$ cat src/rtl/vga_pkg.sv
// Shared 640x480@60 VGA timing constants, colour type and the test-pattern palette.
package vga_pkg;

   localparam int H_VISIBLE = 640;
   localparam int H_FRONT   = 16;
   localparam int H_SYNC    = 96;
   localparam int H_BACK    = 48;
   localparam int V_VISIBLE = 480;
   localparam int V_FRONT   = 10;
   localparam int V_SYNC    = 2;
   localparam int V_BACK    = 33;

   localparam int H_TOTAL      = H_VISIBLE + H_FRONT + H_SYNC + H_BACK;
   localparam int V_TOTAL      = V_VISIBLE + V_FRONT + V_SYNC + V_BACK;
   localparam int H_SYNC_START = H_VISIBLE + H_FRONT;
   localparam int V_SYNC_START = V_VISIBLE + V_FRONT;

   typedef logic [11:0] rgb444_t;

   // Colour bars left to right: white, yellow, cyan, green, magenta, red, blue, black.
   function automatic rgb444_t bar_color(input logic [2:0] idx);
      case (idx)
         3'd0:    bar_color = 12'hFFF;
         3'd1:    bar_color = 12'hFF0;
         3'd2:    bar_color = 12'h0FF;
         3'd3:    bar_color = 12'h0F0;
         3'd4:    bar_color = 12'hF0F;
         3'd5:    bar_color = 12'hF00;
         3'd6:    bar_color = 12'h00F;
         default: bar_color = 12'h000;
      endcase
   endfunction

endpackage

$ cat src/rtl/vga_sync_counter.sv
// Pixel-enabled horizontal/vertical counters with wrap, plus active/sync/frame-end flags.
module vga_sync_counter #(
   parameter int H_VISIBLE = vga_pkg::H_VISIBLE,
   parameter int H_FRONT   = vga_pkg::H_FRONT,
   parameter int H_SYNC    = vga_pkg::H_SYNC,
   parameter int H_BACK    = vga_pkg::H_BACK,
   parameter int V_VISIBLE = vga_pkg::V_VISIBLE,
   parameter int V_FRONT   = vga_pkg::V_FRONT,
   parameter int V_SYNC    = vga_pkg::V_SYNC,
   parameter int V_BACK    = vga_pkg::V_BACK
) (
   input  logic       CLK,
   input  logic       RST_N,
   input  logic       en,
   output logic [9:0] hcount,
   output logic [9:0] vcount,
   output logic       active,
   output logic       hsync_n,
   output logic       vsync_n,
   output logic       frame_end
);

   localparam logic [9:0] H_LAST = 10'(H_VISIBLE + H_FRONT + H_SYNC + H_BACK - 1);
   localparam logic [9:0] V_LAST = 10'(V_VISIBLE + V_FRONT + V_SYNC + V_BACK - 1);
   localparam logic [9:0] H_VIS  = 10'(H_VISIBLE);
   localparam logic [9:0] V_VIS  = 10'(V_VISIBLE);
   localparam logic [9:0] H_SS   = 10'(H_VISIBLE + H_FRONT);
   localparam logic [9:0] H_SE   = 10'(H_VISIBLE + H_FRONT + H_SYNC);
   localparam logic [9:0] V_SS   = 10'(V_VISIBLE + V_FRONT);
   localparam logic [9:0] V_SE   = 10'(V_VISIBLE + V_FRONT + V_SYNC);

   // Wrap on equality with the last count, never on natural overflow.
   always_ff @(posedge CLK or negedge RST_N) begin
      if (!RST_N) begin
         hcount <= '0;
         vcount <= '0;
      end else if (en) begin
         if (hcount == H_LAST) begin
            hcount <= '0;
            vcount <= (vcount == V_LAST) ? '0 : vcount + 10'd1;
         end else begin
            hcount <= hcount + 10'd1;
         end
      end
   end

   assign active    = (hcount < H_VIS) && (vcount < V_VIS);
   assign hsync_n   = !((hcount >= H_SS) && (hcount < H_SE));
   assign vsync_n   = !((vcount >= V_SS) && (vcount < V_SE));
   assign frame_end = (hcount == H_LAST) && (vcount == V_LAST);

endmodule

$ cat src/rtl/vga_interface.sv
// VGA timing generator with one-tick registered colour/sync and a frame-start REFRESH pulse.
// Define VGA_TEST_PATTERN_EN to replace COLOR_IN with eight vertical colour bars.
module vga_interface #(
   parameter int H_VISIBLE = vga_pkg::H_VISIBLE,
   parameter int H_FRONT   = vga_pkg::H_FRONT,
   parameter int H_SYNC    = vga_pkg::H_SYNC,
   parameter int H_BACK    = vga_pkg::H_BACK,
   parameter int V_VISIBLE = vga_pkg::V_VISIBLE,
   parameter int V_FRONT   = vga_pkg::V_FRONT,
   parameter int V_SYNC    = vga_pkg::V_SYNC,
   parameter int V_BACK    = vga_pkg::V_BACK
) (
   input  logic        CLK,
   input  logic        RST_N,
   input  logic        DOWNCOUNTER,
   input  logic [11:0] COLOR_IN,
   output logic [11:0] COLOR_OUT,
   output logic        HS,
   output logic        VS,
   output logic        REFRESH,
   output logic [9:0]  ADDRH,
   output logic [8:0]  ADDRV
);

   import vga_pkg::*;

   localparam logic [9:0] V_VIS = 10'(V_VISIBLE);

   logic [9:0] hcount, vcount;
   logic       active, hsync_n, vsync_n, frame_end;
   rgb444_t    pix;

   vga_sync_counter #(
      .H_VISIBLE(H_VISIBLE), .H_FRONT(H_FRONT), .H_SYNC(H_SYNC), .H_BACK(H_BACK),
      .V_VISIBLE(V_VISIBLE), .V_FRONT(V_FRONT), .V_SYNC(V_SYNC), .V_BACK(V_BACK)
   ) u_sync (
      .CLK       (CLK),
      .RST_N     (RST_N),
      .en        (DOWNCOUNTER),
      .hcount    (hcount),
      .vcount    (vcount),
      .active    (active),
      .hsync_n   (hsync_n),
      .vsync_n   (vsync_n),
      .frame_end (frame_end)
   );

`ifdef VGA_TEST_PATTERN_EN
   localparam logic [9:0] BAR_W = 10'(H_VISIBLE / 8);
   logic [9:0] bar_idx;
   wire        unused_color = ^COLOR_IN;
   assign bar_idx = hcount / BAR_W;
   assign pix     = bar_color(bar_idx[2:0]);
`else
   assign pix = COLOR_IN;
`endif

   assign ADDRH = hcount;
   assign ADDRV = (vcount < V_VIS) ? vcount[8:0] : '0;

   // Colour and sync share one register stage so they stay aligned at the DAC.
   always_ff @(posedge CLK or negedge RST_N) begin
      if (!RST_N) begin
         COLOR_OUT <= '0;
         HS        <= 1'b1;
         VS        <= 1'b1;
         REFRESH   <= 1'b0;
      end else begin
         REFRESH <= DOWNCOUNTER && frame_end;
         if (DOWNCOUNTER) begin
            COLOR_OUT <= active ? pix : '0;
            HS        <= hsync_n;
            VS        <= vsync_n;
         end
      end
   end

endmodule

$ cat config.mk
export PLATFORM = sky130hd
export DESIGN_NAME = vga_interface
export DESIGN_NICKNAME = d
export VERILOG_FILES = /design/src/rtl/vga_pkg.sv /design/src/rtl/vga_sync_counter.sv /design/src/rtl/vga_interface.sv
export SDC_FILE = /design/constraint.sdc
export NUM_CORES = 1
export LEC_CHECK = 0
export CORE_MARGIN = 2
export CORE_UTILIZATION = 40
export CTS_CLUSTER_SIZE = 10
export DETAILED_ROUTE_END_ITERATION = 8
export HOLD_SLACK_MARGIN = 0.1
export PLACE_DENSITY = 0.7
export SYNTH_ARGS = -nofsm -noshare
export SYNTH_HDL_FRONTEND = slang
export SYNTH_SLANG_ARGS = --single-unit
$ cat constraint.sdc
create_clock -name CLK -period 5.3 [get_ports CLK]
set_input_delay 1.59 -clock CLK [delete_from_list [all_inputs] [get_ports CLK]]
set_output_delay 1.59 -clock CLK [all_outputs]
set_load 0.1 [all_outputs]
==> results of run 1 <==
how the worst min path moves through the flow:
stage	startpoint	endpoint	slack, ns	depth (start not counted)
final	HS	HS	0.50	2
after global routing	HS	HS	0.53	2
after CTS	HS	HS	0.50	2
after detailed placement	HS	HS	0.48	2
after global placement	HS	HS	0.48	2
after floorplan	u_sync.vcount[7]	u_sync.vcount[7]	0.47	1
kinds of logic (layout without fill, tap and decap cells):
| family | after synthesis | after routing | synth area share (%) |
|---|---|---|---|
| compound gates | 24 | 24 | 10.9 |
| xor+xnor | 13 | 13 | 6.99 |
| fa+ha+maj | 4 | 4 | 3.07 |
| buf+inv | 11 | 63 | 2.69 |
| flops | 35 | 35 | 53.9 |
| mux | 1 | 1 | 0.614 |
| simple gates | 67 | 67 | 21.8 |
worst min-delay path, cell delays in order, from the launching register on:
cell,delay (ns)
dfstp_2,0.37
nor2_1,0.08
a21oi_1,0.05
layer usage:
| layer | vias up | track usage [%] |
|---|---|---|
| met5 | - | 0 |
| met4 | 0 | 7.50 |
| met3 | 8 | 5.92 |
| met2 | 35 | 28.1 |
| met1 | 645 | 23.2 |
| li1 | 652 | - |
cell type report:
class                   count  area share, %
multi-input cells         109           31.1
well taps                  50           2.75
inverters                   6          0.992
flip-flops and latches     35           38.7
clock buffers               5           3.03
clock inverters             3           1.93
repair buffers             49           21.5
flip-flops by register name (all words and copies together) (netlist names):
name           count
VS                 1
u_sync.vcount     10
COLOR_OUT         12
HS                 1
u_sync.hcount     10
REFRESH            1
metrics by stage:
step | total power [uW] | worst slack (ns) | std cells
after floorplan | 588 | 1.75 | 155
after global placement | 673 | 1.31 | 249
after detailed placement | 676 | 1.24 | 249
after CTS | 919 | 0.914 | 257
after global routing | 950 | 0.777 | 257
final | 912 | 0.947 | 257
cell usage in the layout (no fill, tap or decap), types with 2 or more instances in the layout:
master and instances:
o21ai_0 4, inv_1 6, clkdlybuf4s50_1 48, nor3_1 5, a21oi_1 3, and3_1 6, xor2_1 5, clkbuf_8 5
or3_1 2, nor2_1 12, nor2b_1 2, dfrtp_1 33, nand3_1 9, dfstp_2 2, nand2_1 11, and2_1 8
ha_1 4, a22o_1 12, xnor2_1 8, nor4_1 5, nand4_1 3
power breakdown:
part | leakage, uW | internal [uW] | switching (uW)
Clock | 0.0000581 | 140 | 99.3
Combinational | 0.000516 | 82.2 | 258
Sequential | 0.000440 | 295 | 37.6
Total | 0.00101 | 517 | 395
==> results.yml, run 1 <==
worst_setup_path:
  critPathTopFamily: "buffers and inverters"
  crit_chain: "and3_1 > a21oi_1 > and2_1 > clkdlybuf4s50_1"
  r2r-start: "u_sync.hcount[6]"
  r2r_slack_ns: 2.96
  worst_path_max_delay_cell: "clkdlybuf4s50_1"
  crit_arrival_ns: 2.76
  cp.depth: 4
  critPathBufInv: 1
  reg2reg_depth: 4
  crit_type: "reg -> out"
  endpoint: "ADDRV[0]"
  end_kind: "output port"
  critPathMaxFanout: 9
  timing.rr.end: "u_sync.vcount[9]"
  start_kind: "flip-flop"
  setup.worst_path.start: "u_sync.vcount[7]"
  required_ns: 3.71
  max_stage_delay_ns: 1.13
logic_synthesis:
  yosys.area.top_type: "dfrtp_1"
  synth.top_cells.by_count: "33 x dfrtp_1, 12 x a22o_1, 12 x nor2_1"
  synth_most_common_cell: "dfrtp_1"
  ys_seq_area_share_pct: 53.9
  synth_seq_cells: 35
  synth.area.top_cells: "dfrtp_1 51%, a22o_1 6.5%, xnor2_1 4.3%, dfstp_2 3.2%, and2_1 3.1%"
  synth_edf_count: 0
  synth_nets: 174
  ys_types: 32
  syn-cell-area_sq_mm: 0.00163
  synthFlopType: "dfrtp_1"
  syn_inst: 155
  async_reset_ff_share_pct: 100
  yosys.area.top_type_share_pct: 50.7
  synth_warnings: 0
  syn_avg_cell_area_sq_um: 10.5
cts:
  clkSinkCount: 35
  cts_root_buffer: "clkbuf_8"
  post-cts-setup-buffers: 0
  cts_buffer_depth: 2
  cts-hold-fix-buffers: 0
  cts_resized: 0
  cts_tree: "yes"
  clk_pin_slew_ns: 0.07
  h-tree-depth: 2
  cts_made_buffers: 5
  clock_latency_ns: 0.29
floorplan:
  die_area_sq_mm: 0.00460
  core_area_sq_mm: 0.00397
  rows: 23
  initial_core_util_pct: 41.0
  io_pins: 49
  fp.dieW_microns: 67.8
  fp.dieH_microns: 67.8
placed_design:
  placed_cell_area_sq_mm: 0.00216
  port_buffers: 48
  dp_hpwl_microns: 2720
  gp_congestion: 0.820
flow_run:
  maxCapViolCount: 0
sta:
  hold_slack_ns: 0.496
  max_clock_freq_ghz: 0.230
  fin_crit_sh_pct: 82.1
  finClkSkew_ns: 0.00650
  finalSetupViolations: 0
  slew_viol_final: 0
  tightest_slew_ns: 0.983
  hold_viol_final: 0
  maxSlewHeadroom_pct: 34.3
  finalCriticalPeriod_ns: 4.35
  rsz0062_at_grt: "false"
  finalSetupTns_ns: 0
cells_and_area:
  finish.net_count: 225
  num_antenna_cells: 0
  design_area_sq_mm: 0.00227
  multiInputGateArea_sq_um: 707
  drive_gt1_share_pct: 5.31
  regArea_sq_um: 878
  syn_to_final_growth_pct: 39.4
  final_core_util_pct: 57.2
  num-fill-cells: 349
run_status:
  status: "completed"
global_route:
  grt_overflow: 0
  grt_max_degree: 36
  grt_pass1_vias: 1238
  grt_pass1_wl_microns: 5990
  grt.total_usage_pct: 18.0
  antenna_found_initial: 0
detailed_routing:
  wl_per_cell_microns: 14.7
  vias: 1340
  routed-wl-met3_microns: 163
  drc: 0
  highest_layer: "met4"
  ant_nets: 0
  avgViaCountPerCell: 5.21
  drt-initial-drc-count: 82
  wirelength_microns: 3780
  drt-met1-wl_microns: 1660
  firstDrtPassIters: 4
  met2_wirelength_microns: 1880
power:
  p_leak_uw: 0.00101
  power_density_mw_per_mm2: 402
  irDropWorstVdd_v: 0.000339
min_path:
  min_path_type: "reg -> reg"
No activity file was read; power rests on OpenSTA's default activity.
==> inputs of run 2 (changes only) <==
PLACE_DENSITY = 0.72   (was 0.7)
clock period = 3.8 ns   (was 5.3 ns; I/O delays follow)
==> run 2 against run 1 <==
Against the previous run:
- register-to-register slack worse by 1.5 ns
- critical endpoint is now ADDRV[6]
- worst setup slack worse by 0.25 ns
- critical path depth unchanged
==> results.yml, run 2 (synthesized netlist as in run 1, its figures left out) <==
sta:
  tightest_slew_ns: 0.707
  hold_slack_ns: 0.500
  rsz0062_at_grt: "false"
  max_clock_freq_ghz: 0.322
  finalCriticalPeriod_ns: 3.11
  finalSetupViolations: 0
  maxSlewHeadroom_pct: 52.4
  slew_viol_final: 0
  finalSetupTns_ns: 0
  fin_crit_sh_pct: 81.7
  hold_viol_final: 0
  finClkSkew_ns: 0.00552
floorplan:
  fp.dieH_microns: 67.8
  core_area_sq_mm: 0.00397
  fp.dieW_microns: 67.8
  rows: 23
  initial_core_util_pct: 41.0
  io_pins: 49
  die_area_sq_mm: 0.00460
power:
  swShare_pct: 42.9
  combPwrFrac_pct: 36.4
  power.net_switching_uw: 545
  irDropWorstVdd_v: 0.000584
  power_density_mw_per_mm2: 576
  p_leak_uw: 0.00107
  p_total_uw: 1270
  seqPwrFrac_pct: 36.5
  p_int_uw: 726
  clkPwrFrac_pct: 27.2
cells_and_area:
  largest_register_ffs: 12
  top_register: "COLOR_OUT"
  final_cell_mix: "37 x buf_4, 33 x dfrtp_1, 14 x clkdlybuf4s50_1"
  finish.net_count: 227
  layout.cells.non_filler: 259
  drive_gt1_share_pct: 22.5
  reg_top3: "COLOR_OUT: 12 flops, u_sync.hcount: 10 flops, u_sync.vcount: 10 flops"
  final_core_util_pct: 55.5
  num_antenna_cells: 0
  syn_to_final_growth_pct: 35.4
  final_common_cell: "buf_4"
  num-fill-cells: 368
global_route:
  grt_overflow: 0
  grt_max_degree: 36
  grt_pass1_vias: 1307
  grt_pass1_wl_microns: 6060
  antenna_found_initial: 0
  grt.total_usage_pct: 18.1
cts:
  clock_latency_ns: 0.28
  clk_pin_slew_ns: 0.07
  clkSinkCount: 35
  cts_made_buffers: 5
  cts_resized: 0
  h-tree-depth: 2
  cts_root_buffer: "clkbuf_8"
  cts_tree: "yes"
  cts-hold-fix-buffers: 0
  post-cts-setup-buffers: 0
  cts_buffer_depth: 2
worst_setup_path:
  crit_arrival_ns: 1.97
  end_kind: "output port"
  crit_chain: "and3_1 > a21oi_1 > and2_1 > buf_4"
  required_ns: 2.66
  worst_path_max_delay_cell: "a21oi_1"
  max_stage_delay_ns: 0.52
  critPathMaxFanout: 9
  crit_type: "reg -> out"
  start_kind: "flip-flop"
flow_run:
  maxCapViolCount: 0
detailed_routing:
  drc: 0
  vias: 1388
  wirelength_microns: 3920
  firstDrtPassIters: 4
  ant_nets: 0
  drt-initial-drc-count: 79
  avgViaCountPerCell: 5.36
  wl_per_cell_microns: 15.1
min_path:
  min_path_type: "reg -> reg"
placed_design:
  dp_hpwl_microns: 2830
  gp_congestion: 0.836
  dpl.cell_count: 251
  port_buffers: 48
run_status:
  status: "completed"
[run 2: cell types whose count changed in the layout (fill, tap and decap cells not counted), sizes merged]
| cell | previous run | this run |
|---|---|---|
| buf | 1 | 37 |
| clkbuf | 5 | 6 |
| clkinv | 2 | 1 |
| clkdlybuf4s50 | 48 | 14 |
[run 2: per-layer routing]
layer  wire, microns  track usage [%]  vias up
met5               0                0        -
met4              69             8.75        0
met3             174             3.78        7
met2            2000             29.9       35
met1            1680             22.7      691
li1                -                -      655
[run 2: path summary, 6_finish.rpt]
| kind | from | to | slack (ns) | cells after the start |
|---|---|---|---|---|
| min in group asynchronous | RST_N | u_sync.vcount[5] | 1.26 | 2 |
| max reg2reg | u_sync.hcount[6] | u_sync.vcount[9] | 1.43 | 4 |
| min | VS | VS | 0.50 | 2 |
| max | u_sync.vcount[5] | ADDRV[6] | 0.69 | 4 |
| max in group asynchronous | RST_N | HS | 2.19 | 2 |
| min reg2reg | VS | VS | 0.50 | 2 |
[run 2: power by group through the flow]
stage,Sequential (uW),Clock [uW],Combinational [uW]
after detailed placement,468,0,463
final,464,345,462
after global placement,466,0,458
after CTS,463,351,465
after global routing,470,367,482
after floorplan,741,0,78.3
[run 2: stage by stage]
stage / worst slack, ns / area, sq um
4_1_cts: 0.678 / 2210
6_report: 0.694 / 2210
3_5_place_dp: 0.748 / 2090
2_1_floorplan: 0.701 / 1630
5_1_grt: 0.571 / 2210
3_3_place_gp: 0.815 / 2090
[run 2: layout make-up]
| cell class | count | area [sq um] | area share (%) |
|---|---|---|---|
| Clock buffer | 6 | 82.6 | 3.74 |
| Multi-Input combinational cell | 109 | 707 | 32.0 |
| Inverter | 6 | 22.5 | 1.02 |
| Tap cell | 50 | 62.6 | 2.84 |
| Timing Repair Buffer | 51 | 418 | 18.9 |
| Clock inverter | 2 | 35.0 | 1.59 |
| Sequential cell | 35 | 878 | 39.8 |
[run 2: worst max-delay path: cells and delay by family (launching register included)]
family,cells,cell delay (ns)
simple gates,2,0.43
compound gates,1,0.52
buf+inv,1,0.28
flops,1,0.44
==> inputs of run 3 (changes only) <==
clock period = 2.7 ns   (was 3.8 ns; I/O delays follow)
==> run 3 against run 2 <==
Against the previous run:
- utilization increased by 3.9 points
- sequential share of layout area decreased by 2.5 points
- global-route usage decreased by 0.13 points
- clock skew about the same
- clock power increased by 43%
- sequential cell count unchanged
- final area increased by 7.0%
- largest power group unchanged
- sequential power increased by 41%
- critical path depth increased by 1
- largest cell class unchanged
==> results.yml, run 3 (synthesized netlist as in run 1, its figures left out) <==
placed_design:
  dpl.cell_count: 256
  port_buffers: 48
  gp_congestion: 0.795
  dpl_worst_slack_ns: 0.226
  dp_hpwl_microns: 2810
cts:
  cts_resized: 0
  cts_buffer_depth: 2
  h-tree-depth: 2
  clk_pin_slew_ns: 0.07
  post-cts-setup-buffers: 0
  cts_tree: "yes"
  clkSinkCount: 35
  clock_latency_ns: 0.29
  cts_root_buffer: "clkbuf_8"
  cts-hold-fix-buffers: 0
  cts_made_buffers: 5
detailed_routing:
  vias: 1381
  firstDrtPassIters: 4
  ant_nets: 0
  drc: 0
  avgViaCountPerCell: 5.23
  wirelength_microns: 3840
  drt-initial-drc-count: 100
  wl_per_cell_microns: 14.5
cells_and_area:
  top_register: "COLOR_OUT"
  multiInputGateArea_sq_um: 709
  final_common_cell: "buf_4"
  layout.cells.non_filler: 264
  drive_gt1_share_pct: 25.2
  final_cell_mix: "33 x buf_4, 32 x dfrtp_1, 14 x clkdlybuf4s50_1"
  syn_to_final_growth_pct: 44.9
  num_antenna_cells: 0
  regArea_sq_um: 880
  largest_register_ffs: 12
  num-fill-cells: 340
  finish.net_count: 232
  reg_top3: "COLOR_OUT: 12 flops, u_sync.hcount: 10 flops, u_sync.vcount: 10 flops"
worst_setup_path:
  r2r_slack_ns: 0.44
  required_ns: 1.89
  end_kind: "output port"
  timing.rr.end: "u_sync.vcount[9]"
  start_kind: "flip-flop"
  r2r-start: "u_sync.hcount[6]"
  crit_type: "reg -> out"
  reg2reg_depth: 4
  critPathMaxFanout: 5
  crit_arrival_ns: 1.70
power:
  power.net_switching_uw: 775
  clkPwrFrac_pct: 27.4
  irDropWorstVdd_v: 0.000903
  power_density_mw_per_mm2: 762
  swShare_pct: 43.1
  p_leak_uw: 0.00112
  p_int_uw: 1020
  seqPwrFrac_pct: 36.4
  combPwrFrac_pct: 36.3
sta:
  finalSetupViolations: 0
  slew_viol_final: 0
  setup_slack_ns: 0.193
  rsz0062_at_grt: "false"
  tightest_slew_ns: 0.444
  finalCriticalPeriod_ns: 2.51
  finClkSkew_ns: 0.00563
  hold_viol_final: 0
  max_clock_freq_ghz: 0.399
  hold_slack_ns: 0.492
  fin_crit_sh_pct: 92.9
  maxSlewHeadroom_pct: 70.4
run_status:
  status: "completed"
global_route:
  grt.total_usage_pct: 18.0
  grt_overflow: 0
  grt_pass1_wl_microns: 6130
  antenna_found_initial: 0
  grt_pass1_vias: 1291
  grt_max_degree: 36
floorplan:
  io_pins: 49
  fp.dieH_microns: 67.8
  die_area_sq_mm: 0.00460
  fp.dieW_microns: 67.8
  rows: 23
  initial_core_util_pct: 41.0
  core_area_sq_mm: 0.00397
min_path:
  min_path_type: "reg -> reg"
  min_to: "HS"
  whs_path_depth: 2
  hold_start: "HS"
flow_run:
  maxCapViolCount: 0
run 3: cell count changes in the layout (fill, tap and decap cells not counted):
cell and delta:
nor2b_1 -1, dfrtp_2 +1, buf_12 +9, nor2b_2 +1, dfrtp_1 -1, buf_4 -4
run 3: cell type report:
| type | count | share of cell area (%) |
|---|---|---|
| Sequential cell | 35 | 37.3 |
| Multi-Input combinational cell | 109 | 30.1 |
| Timing Repair Buffer | 56 | 24.1 |
| Clock buffer | 6 | 3.50 |
| Tap cell | 50 | 2.65 |
| Clock inverter | 2 | 1.48 |
| Inverter | 6 | 0.954 |
run 3: power by group through the flow:
stage	Sequential [uW]	Clock, uW	Combinational (uW)
finish	654	492	652
global route	664	519	681
CTS	653	493	655
detailed placement	661	0	653
global placement	656	0	646
floorplan	1050	0	110
run 3: worst max-delay path, cell delays in order (launching register included):
cell     delay [ns]
dfrtp_1        0.43
and3_1         0.25
a21oi_1        0.21
buf_4          0.16
and2_1         0.17
buf_12         0.18
run 3: per-layer routing:
metal / vias up / track usage [%] / routed length (microns)
met5: - / 0 / 0
met4: 0 / 6.75 / 53
met3: 6 / 3.95 / 156
met2: 41 / 25.7 / 1880
met1: 671 / 26.7 / 1740
li1: 663 / - / -
run 3: worst max-delay path by stage:
stage	start	end	slack, ns	depth (start not counted)
finish	u_sync.vcount[6]	ADDRV[0]	0.19	5
global route	u_sync.vcount[6]	ADDRV[4]	0.09	5
CTS	u_sync.vcount[7]	ADDRV[0]	0.20	5
detailed placement	DOWNCOUNTER	u_sync.vcount[9]	0.23	5
global placement	DOWNCOUNTER	u_sync.vcount[9]	0.27	5
floorplan	u_sync.hcount[0]	u_sync.vcount[9]	-0.03	6
run 3: stage by stage:
stage / total power [uW] / setup TNS (ns) / cell area (sq um) / utilization (%)
after detailed placement: 1310 / 0 / 2240 / 56.5
final: 1800 / 0 / 2360 / 59.4
after floorplan: 1150 / -0.0309 / 1630 / -
after global routing: 1860 / 0 / 2360 / 59.4
after CTS: 1800 / 0 / 2360 / 59.4
after global placement: 1300 / 0 / 2240 / 56.5
